**src/rtl/vc_sched_pkg.sv**
```systemverilog
// Shared types and constants for the VC plane scheduler.
// Holds the scheduler state encoding and the mode_i encodings.
package vc_sched_pkg;

    typedef enum logic [1:0] {
        S_INIT = 2'd0,
        S_RUN  = 2'd1,
        S_PARK = 2'd2
    } state_e;

    localparam logic MODE_TDM = 1'b0;
    localparam logic MODE_WC  = 1'b1;

endpackage

```
**src/rtl/vc_rr_next.sv**
```systemverilog
// Rotating find-first: returns the first set bit of elig_i at or after cur_i+1,
// wrapping modulo VC, so cur_i itself is found only as the last candidate.
module vc_rr_next
    import vc_sched_pkg::*;
#(
    parameter int unsigned VC    = 4,
    parameter int unsigned SEL_W = (VC > 1) ? $clog2(VC) : 1
) (
    input  logic [VC-1:0]    elig_i,
    input  logic [SEL_W-1:0] cur_i,
    output logic [SEL_W-1:0] next_o,
    output logic             found_o
);

    always_comb begin
        int unsigned idx;
        next_o  = cur_i;
        found_o = 1'b0;
        idx     = 0;
        for (int unsigned off = 1; off <= VC; off++) begin
            idx = 32'(cur_i) + off;
            if (idx >= VC) begin
                idx = idx - VC;
            end
            if (!found_o && elig_i[SEL_W'(idx)]) begin
                found_o = 1'b1;
                next_o  = SEL_W'(idx);
            end
        end
    end

endmodule

```
**src/rtl/vc_plane_scheduler.sv**
```systemverilog
// Weighted slot scheduler across VC planes: strict TDM or work-conserving,
// with hold, parking when nothing is eligible, and registered outputs only.
module vc_plane_scheduler
    import vc_sched_pkg::*;
#(
    parameter int unsigned VC     = 4,
    parameter int unsigned SLOT_W = 4,
    parameter int unsigned INIT   = 0,
    localparam int unsigned SEL_W = (VC > 1) ? $clog2(VC) : 1
) (
    input  logic                 clk,
    input  logic                 rst_n,
    input  logic [VC*SLOT_W-1:0] weight_i,
    input  logic [VC-1:0]        vc_req_i,
    input  logic                 mode_i,
    input  logic                 hold_i,
    output logic [SEL_W-1:0]     sel_o,
    output logic [VC-1:0]        sel_onehot_o,
    output logic                 sel_valid_o,
    output logic                 slot_start_o
);

    localparam int unsigned      INIT_PREV     = (INIT + VC - 1) % VC;
    localparam logic [SEL_W-1:0] INIT_SEL      = SEL_W'(INIT);
    localparam logic [SEL_W-1:0] INIT_PREV_SEL = SEL_W'(INIT_PREV);

    state_e             state_q, state_d;
    logic [SEL_W-1:0]   sel_q, sel_d;
    logic [SLOT_W-1:0]  cnt_q, cnt_d;
    logic               slot_start_q, slot_start_d;

    logic [SLOT_W-1:0]  weight_a [VC];
    logic [VC-1:0]      elig;
    logic [SEL_W-1:0]   init_next, run_next;
    logic               init_found, run_found;
    logic               advance;

    // Per-plane weight slice and eligibility under the current mode
    for (genvar k = 0; k < VC; k++) begin : g_plane
        assign weight_a[k] = weight_i[k*SLOT_W +: SLOT_W];
        assign elig[k]     = (weight_a[k] != '0) && ((mode_i == MODE_TDM) || vc_req_i[k]);
    end

    // Entry search starts at INIT itself, so rotate from the plane below it
    vc_rr_next #(.VC(VC), .SEL_W(SEL_W)) u_rr_init (
        .elig_i  (elig),
        .cur_i   (INIT_PREV_SEL),
        .next_o  (init_next),
        .found_o (init_found)
    );

    vc_rr_next #(.VC(VC), .SEL_W(SEL_W)) u_rr_run (
        .elig_i  (elig),
        .cur_i   (sel_q),
        .next_o  (run_next),
        .found_o (run_found)
    );

    assign advance = (cnt_q == '0) || ((mode_i == MODE_WC) && !vc_req_i[sel_q]);

    always_ff @(posedge clk or negedge rst_n) begin
        if (!rst_n) begin
            state_q <= S_INIT;
        end else begin
            state_q <= state_d;
        end
    end

    always_comb begin
        state_d = state_q;
        if (!hold_i) begin
            unique case (state_q)
                S_INIT:  state_d = init_found ? S_RUN : S_PARK;
                S_RUN:   if (advance) state_d = run_found ? S_RUN : S_PARK;
                S_PARK:  if (run_found) state_d = S_RUN;
                default: state_d = S_INIT;
            endcase
        end
    end

    always_comb begin
        sel_valid_o  = (state_q == S_RUN);
        sel_onehot_o = '0;
        if (state_q == S_RUN) begin
            sel_onehot_o[sel_q] = 1'b1;
        end
    end

    assign sel_o        = sel_q;
    assign slot_start_o = slot_start_q;

    always_ff @(posedge clk or negedge rst_n) begin
        if (!rst_n) begin
            sel_q        <= INIT_SEL;
            cnt_q        <= '0;
            slot_start_q <= 1'b0;
        end else begin
            sel_q        <= sel_d;
            cnt_q        <= cnt_d;
            slot_start_q <= slot_start_d;
        end
    end

    // Slot load / countdown; weight is sampled only at the load cycle
    always_comb begin
        logic              load;
        logic [SEL_W-1:0]  load_idx;
        logic [SLOT_W-1:0] load_w;
        sel_d        = sel_q;
        cnt_d        = cnt_q;
        slot_start_d = 1'b0;
        load         = 1'b0;
        load_idx     = run_next;
        if (!hold_i) begin
            unique case (state_q)
                S_INIT: begin
                    load     = init_found;
                    load_idx = init_next;
                end
                S_RUN: begin
                    if (advance) begin
                        load = run_found;
                    end else begin
                        cnt_d = cnt_q - SLOT_W'(1);
                    end
                end
                S_PARK:  load = run_found;
                default: load = 1'b0;
            endcase
        end
        load_w = weight_a[load_idx];
        if (load) begin
            sel_d        = load_idx;
            cnt_d        = (load_w != '0) ? load_w - SLOT_W'(1) : '0;
            slot_start_d = 1'b1;
        end
    end

endmodule

```
**config.mk**
```make
export PLATFORM = sky130hd
export DESIGN_NAME = vc_plane_scheduler
export DESIGN_NICKNAME = d
export VERILOG_FILES = /design/src/rtl/vc_sched_pkg.sv /design/src/rtl/vc_rr_next.sv /design/src/rtl/vc_plane_scheduler.sv
export SDC_FILE = /design/constraint.sdc
export NUM_CORES = 1
export LEC_CHECK = 0
export ABC_AREA = 0
export CAP_MARGIN = 20
export CORE_MARGIN = 3
export CORE_UTILIZATION = 51
export DETAILED_ROUTE_END_ITERATION = 16
export MAX_ROUTING_LAYER = met4
export PLACE_DENSITY = 0.93
export SYNTH_ARGS = -nofsm -noshare
export SYNTH_HDL_FRONTEND = slang
export SYNTH_SLANG_ARGS = --single-unit
export TNS_END_PERCENT = 20
```
**constraint.sdc**
```tcl
create_clock -name clk -period 4.3 [get_ports clk]
set_input_delay 0.43 -clock clk [delete_from_list [all_inputs] [get_ports clk]]
set_output_delay 0.43 -clock clk [all_outputs]
set_load 0.02 [all_outputs]
```
==> results of run 1 <==
cell type report:
| type | count | area [um2] |
|---|---|---|
| Multi-Input combinational cell | 109 | 821 |
| Inverter | 6 | 22.5 |
| Fill cell | 146 | 536 |
| Tap cell | 27 | 33.8 |
| Timing Repair Buffer | 32 | 318 |
| Clock buffer | 4 | 26.3 |
| Sequential cell | 9 | 225 |
per-stage QoR:
step,total power [W],hold slack (ns),utilization (%),instance area (um2),worst slack (ns)
6_report,0.000914,0.471,73.0,1450,0.877
5_1_grt,0.000989,0.504,73.0,1450,0.646
4_1_cts,0.000915,0.486,73.0,1450,0.952
3_5_place_dp,0.000847,0.588,71.7,1420,0.833
3_3_place_gp,0.000812,0.551,71.7,1420,0.961
2_1_floorplan,0.000654,0.134,-,1080,1.34
how the worst min path moves through the flow:
stage	startpoint	end	slack, ns	cells after the start
2_1_floorplan	rst_n	cnt_q[0]	0.13	0
3_3_place_gp	state_q[1]	state_q[1]	0.55	2
3_5_place_dp	state_q[0]	state_q[0]	0.59	1
4_1_cts	rst_n	state_q[0]	0.49	1
5_1_grt	rst_n	cnt_q[3]	0.50	1
6_report	rst_n	sel_o[1]	0.47	1
per-layer routing:
metal,track usage [%],routed length (um),vias up
li1,-,-,549
met1,33.0,1200,515
met2,46.7,1590,66
met3,3.72,256,8
met4,4.80,38,0
met5,-,0,-
worst reg2reg max path, cell delays in order, from the launching register on:
cell,delay (ns)
dfrtp_1,0.61
inv_2,0.20
ha_1,0.43
nor4b_1,0.18
nor4_1,0.54
nand3_1,0.28
a31oi_4,0.31
mux4_2,0.37
o21bai_1,0.17
a32o_1,0.23
registers in the layout, indices dropped and copies added, names as in the netlist:
name / cells
state_q: 2
slot_start_o: 1
sel_o: 2
cnt_q: 4
logic make-up (layout without fill, tap and decap cells):
family / after synthesis / in the layout / share of synthesized area [%]
and+or+nand+nor: 59 / 59 / 31.7
AOI/OAI and AO/OA: 33 / 33 / 21.7
buffers and inverters: 8 / 42 / 3.02
xor gates and xnor gates: 3 / 3 / 2.44
adders and majority gates: 6 / 6 / 6.96
DFF: 9 / 9 / 20.9
muxes: 8 / 8 / 13.3
report_power, final:
part / total [W] / switching [W] / leakage, nW / internal (W)
logic: 0.000689 / 0.000356 / 0.434 / 0.000332
clock network: 0.0000632 / 0.0000275 / 0.0150 / 0.0000356
registers: 0.000163 / 0.0000461 / 0.107 / 0.000117
Yosys cell counts (2+ instances only):
cell type,n
nor4_1,5
inv_1,4
dfrtp_1,9
xnor2_1,2
nor2_1,13
a211o_1,2
o21ai_0,4
mux2i_1,2
nor4_2,3
nand3_1,3
a211oi_1,3
buf_2,2
nand2b_1,2
ha_1,6
nor3_1,7
and2_1,4
nand2_1,8
a31oi_1,3
o21ai_1,2
a21oi_1,7
nor2b_1,7
o22ai_1,2
mux4_2,5
==> flow_summary.json, run 1 <==
{
  "die_h_um": 52.0,
  "place.gp.congestion": 0.914,
  "status": "finished, final reports clean",
  "worstPathCellList": "inv_2 -> ha_1 -> nor4b_1 -> nor4_1 -> nand3_1 -> a31oi_4 -> mux4_2 -> o21bai_1 -> a32o_1",
  "fp.dieArea_mm2": 0.00270,
  "max_stage_delay_ns": 0.61,
  "clock_sinks": 9,
  "drive_gt1_share_pct": 11.3,
  "reg2reg_slack_ns": 0.88,
  "netlist_area_mm2": 0.00108,
  "placement.io_buffers": 31,
  "rr_startpoint": "sel_o[0]",
  "synthFlopType": "dfrtp_1",
  "hold_buffers": 0,
  "ir_worst_vdd_mv": 0.356,
  "worstPathRequired_ns": 4.44,
  "synth_edf_count": 0,
  "worst-path-stages": 9,
  "synth_area_leaders": "dfrtp_1 21%, mux4_2 10%, ha_1 7.0%",
  "drv_cap": 0,
  "reg2reg_depth": 9,
  "diodes": 0,
  "htree_levels": 1,
  "final_cell_mix": "31 x clkdlybuf4s50_1, 13 x nor2_1, 9 x dfrtp_1",
  "clk_pin_slew_worst_paths_ns": 0.06,
  "async_reset_ff_share_pct": 100,
  "core_area_mm2": 0.00198,
  "critPathLaunch": "sel_o[0]",
  "critical_path.startpoint_type": "flip-flop",
  "cp_max_fo": 13,
  "dp.cells": 183,
  "fin_tns_setup_ns": 0,
  "vias": 1138,
  "row_count": 16,
  "die_w_um": 52.0,
  "r2r-end": "cnt_q[3]",
  "relSlewSlack_pct": 59.5,
  "p_leak_nw": 0.556,
  "clk_path_buf_depth": 2,
  "antenna_found_initial": 0,
  "yosysTopAreaCell": "dfrtp_1",
  "synth_cell_types": 44,
  "mostFrequentLayoutCell": "clkdlybuf4s50_1",
  "final_antenna_net_count": 0,
  "finalNonFillerCells": 187,
  "synth_warnings": 0,
  "cts_buffers": 3,
  "syn-num-nets": 156,
  "skew_ns": 0.00614,
  "synth_seq_cells": 9,
  "worstSetupPathType": "flip-flop to flip-flop",
  "cp.buffers_inverters": 1,
  "hold_violations": 0,
  "ctsResizeCount": 0,
  "firstDrtPassIters": 5,
  "grt_usage_pct": 26.7,
  "finalMaxSlewViolations": 0,
  "grt_pass1_wl_mm": 5.31,
  "io_pins": 32,
  "drt_iter0_markers": 58,
  "synth-seq-area-share_pct": 20.9,
  "grt_overflow": 0,
  "root_buffer": "clkbuf_4",
  "cp.arrival_ns": 3.56,
  "postCtsSetupRepairBufs": 0,
  "hpwl_mm": 2.54,
  "max_freq_mhz": 292,
  "powerDensity_mw_per_mm2": 632,
  "worstSetupEndpoint": "cnt_q[3]",
  "setup_viol": 0,
  "hp-class": "input port to async pin",
  "layout_worst_path_cycle_share_pct": 79.6,
  "grt_max_degree": 14,
  "nets": 191,
  "synth_cells": 126,
  "crit_path_end_kind": "flip-flop",
  "yosysTopAreaCellShare_pct": 20.9,
  "drc": 0,
  "period_minus_slack_ns": 3.42,
  "cp_top_family": "simple AND/OR/NAND/NOR gates",
  "grt_pass1_vias": 1133,
  "slowest_stage": "dfrtp_1",
  "clk_latency_ns": 0.25,
  "area_delta_synth_final_pct": 34.1,
  "avgSynthCellArea_um2": 8.56,
  "cts_tree": "built",
  "initial_core_util_pct": 54.4,
  "rsz0062_at_grt": "false",
  "wirelength_mm": 3.08,
  "worst_slew_pin_slew_ns": 0.601,
  "routedWlPerCell_um": 16.5,
  "viasPerCell": 6.09
}
Note: power is estimated with default switching activity, not from simulation.
==> inputs of run 2 (changes only) <==
--- a/config.mk
+++ b/config.mk
@@ -8,10 +8,10 @@
 export ABC_AREA = 0
 export CAP_MARGIN = 20
 export CORE_MARGIN = 3
-export CORE_UTILIZATION = 51
+export CORE_UTILIZATION = 42
 export DETAILED_ROUTE_END_ITERATION = 16
 export MAX_ROUTING_LAYER = met4
-export PLACE_DENSITY = 0.93
+export PLACE_DENSITY = 0.83
 export SYNTH_ARGS = -nofsm -noshare
 export SYNTH_HDL_FRONTEND = slang
 export SYNTH_SLANG_ARGS = --single-unit
==> constraint.sdc (replaced) <==
create_clock -name clk -period 2.9 [get_ports clk]
set_input_delay 0.29 -clock clk [delete_from_list [all_inputs] [get_ports clk]]
set_output_delay 0.29 -clock clk [all_outputs]
set_load 0.02 [all_outputs]
==> flow_summary.json, run 2 (synthesized netlist as in run 1, its figures left out) <==
{
  "status": "finished, violations left",
  "violations": "setup timing",
  "nFillCells": 123,
  "drc": 0,
  "die_h_um": 56.7,
  "final_antenna_net_count": 0,
  "io_pins": 32,
  "drt_iter0_markers": 129,
  "slowest_stage": "ha_2",
  "seq_area_um2": 226,
  "placement.io_buffers": 31,
  "regMostFlops": "cnt_q",
  "clk_pin_slew_worst_paths_ns": 0.07,
  "relSlewSlack_pct": 71.3,
  "cts_buffers": 3,
  "crit_top_cell": "buf_4",
  "final_cell_mix": "34 x buf_4, 18 x clkdlybuf4s50_1, 13 x nor2_1, 13 x dlymetal6s2s_1",
  "routed.top_layer": "met4",
  "clock_sinks": 9,
  "p_leak_nw": 0.874,
  "cts_tree": "built",
  "worstSetupPathType": "flip-flop to flip-flop",
  "drive_gt1_share_pct": 33.7,
  "fin_ws_ns": -0.134,
  "worstPathCellList": "inv_2 -> ha_2 -> nand2_1 -> nor3_1 -> nor4_2 -> buf_4 -> a211o_1 -> a31oi_4 -> buf_4 -> buf_4 -> mux4_2 -> nand2_1 -> a31oi_1",
  "drv_cap": 0,
  "cp_max_fo": 6,
  "clk_latency_ns": 0.27,
  "finalMaxSlewViolations": 0,
  "skew_ns": 0.00235,
  "hold_violations": 0,
  "cp_top_family": "compound AO/OA/AOI/OAI gates",
  "placed_area_mm2": 0.00164,
  "cp.buffers_inverters": 4,
  "clk_path_buf_depth": 2,
  "firstDrtPassIters": 5,
  "grt_usage_pct": 22.0,
  "crit_path_end_kind": "flip-flop",
  "p_seq_share_pct": 12.1,
  "hp-class": "input port to async pin",
  "hold_buffers": 0,
  "wl_met3_um": 530,
  "hpwl_mm": 2.71,
  "initial_core_util_pct": 46.5,
  "p_sw_w": 0.000858,
  "mostFrequentLayoutCell": "buf_4",
  "comb_power_share_pct": 82.1,
  "p_sw_share_pct": 48.4,
  "largest_register_ffs": 4,
  "place.gp.congestion": 1.08,
  "fp.dieArea_mm2": 0.00321,
  "wirelength_mm": 4.90,
  "core_area_mm2": 0.00232,
  "ir_worst_vdd_mv": 0.729,
  "worstPathRequired_ns": 3.03,
  "final_area_mm2": 0.00185,
  "viasPerCell": 6.61,
  "vias": 1460,
  "nets": 224,
  "worst_slew_pin_slew_ns": 0.427,
  "root_buffer": "clkbuf_4",
  "area_delta_synth_final_pct": 71.7,
  "p_int_w": 0.000914,
  "powerDensity_mw_per_mm2": 957,
  "row_count": 17,
  "routedWlPerCell_um": 22.2,
  "met2_length_mm": 2.37,
  "wl_met1_mm": 1.60,
  "die_w_um": 56.7,
  "place_ws_ns": -0.272,
  "antenna_found_initial": 0,
  "pwr-share-clk_pct": 5.8,
  "grt_max_degree": 13,
  "critical_path.startpoint_type": "flip-flop",
  "htree_levels": 1,
  "layout_worst_path_cycle_share_pct": 105,
  "grt_pass1_vias": 1288,
  "diodes": 0,
  "multi_input_area_um2": 943,
  "cp.arrival_ns": 3.17,
  "max_freq_mhz": 330,
  "p_total_w": 0.00177,
  "max_stage_delay_ns": 0.42,
  "period_minus_slack_ns": 3.03,
  "grt_pass1_wl_mm": 5.57,
  "setup_viol": 4,
  "grt_overflow": 0
}
-- run 2: cell types whose count changed in the layout (fill, tap and decap cells not counted), sizes merged --
cell,change
buf,+33
dlymetal6s2s,+13
clkdlybuf4s50,-13
-- run 2: final cells by class --
cell class | instances | share of cell area [%]
multi-input combinational | 109 | 50.9
tap | 28 | 1.89
clock buffer | 4 | 1.42
timing repair buffer | 65 | 32.3
inverter | 6 | 1.22
sequential | 9 | 12.2
-- run 2: worst paths after layout --
path                            cells after the start  slack (ns)  startpoint    endpoint
max in group asynchronous                           1        2.27       rst_n    sel_o[0]
worst min-delay path                                1        0.32       rst_n  state_q[0]
worst min register to register                      2        0.59  state_q[1]  state_q[1]
worst max-delay path                               13       -0.13    sel_o[0]    cnt_q[1]
min in group clk                                    2        0.59  state_q[1]  state_q[1]
worst max register to register                     13       -0.13    sel_o[0]    cnt_q[1]
-- run 2: worst reg2reg max path: stages, from the launching register on --
cell	delay [ns]
dfrtp_2	0.38
inv_2	0.04
ha_2	0.42
nand2_1	0.08
nor3_1	0.28
nor4_2	0.11
buf_4	0.15
a211o_1	0.32
a31oi_4	0.30
buf_4	0.17
buf_4	0.12
mux4_2	0.34
nand2_1	0.09
a31oi_1	0.10
-- run 2: stage by stage --
stage	util, %	std cells	hold WS (ns)	setup TNS, ns
3_5_place_dp	70.8	213	0.566	-0.686
4_1_cts	72.4	217	0.327	0
2_1_floorplan	-	126	-0.00559	0
3_3_place_gp	70.8	213	0.552	-0.417
5_1_grt	79.9	221	0.345	-0.883
6_report	79.9	221	0.317	-0.315
-- run 2: power by group through the flow --
| stage | Combinational, W | Sequential, W | Clock (W) |
|---|---|---|---|
| finish | 0.00146 | 0.000214 | 0.000103 |
| global placement | 0.00112 | 0.000207 | 0 |
| CTS | 0.00119 | 0.000210 | 0.0000999 |
| floorplan | 0.000741 | 0.000235 | 0 |
| detailed placement | 0.00116 | 0.000213 | 0 |
| global route | 0.00152 | 0.000220 | 0.000108 |
-- run 2: what timing repair did --
item | in CTS | in global routing
setup endpoints to repair | 1 | 4
resized for setup | 2 | 33
cloned | 0 | 0
buffers inserted | 0 | 4
pin swaps | 0 | 7
-- run 2: routing by layer --
metal	GRT usage, %	vias to the layer above
li1	-	613
met1	24.2	664
met2	41.3	144
met3	2.53	39
met4	6.10	0
met5	-	-
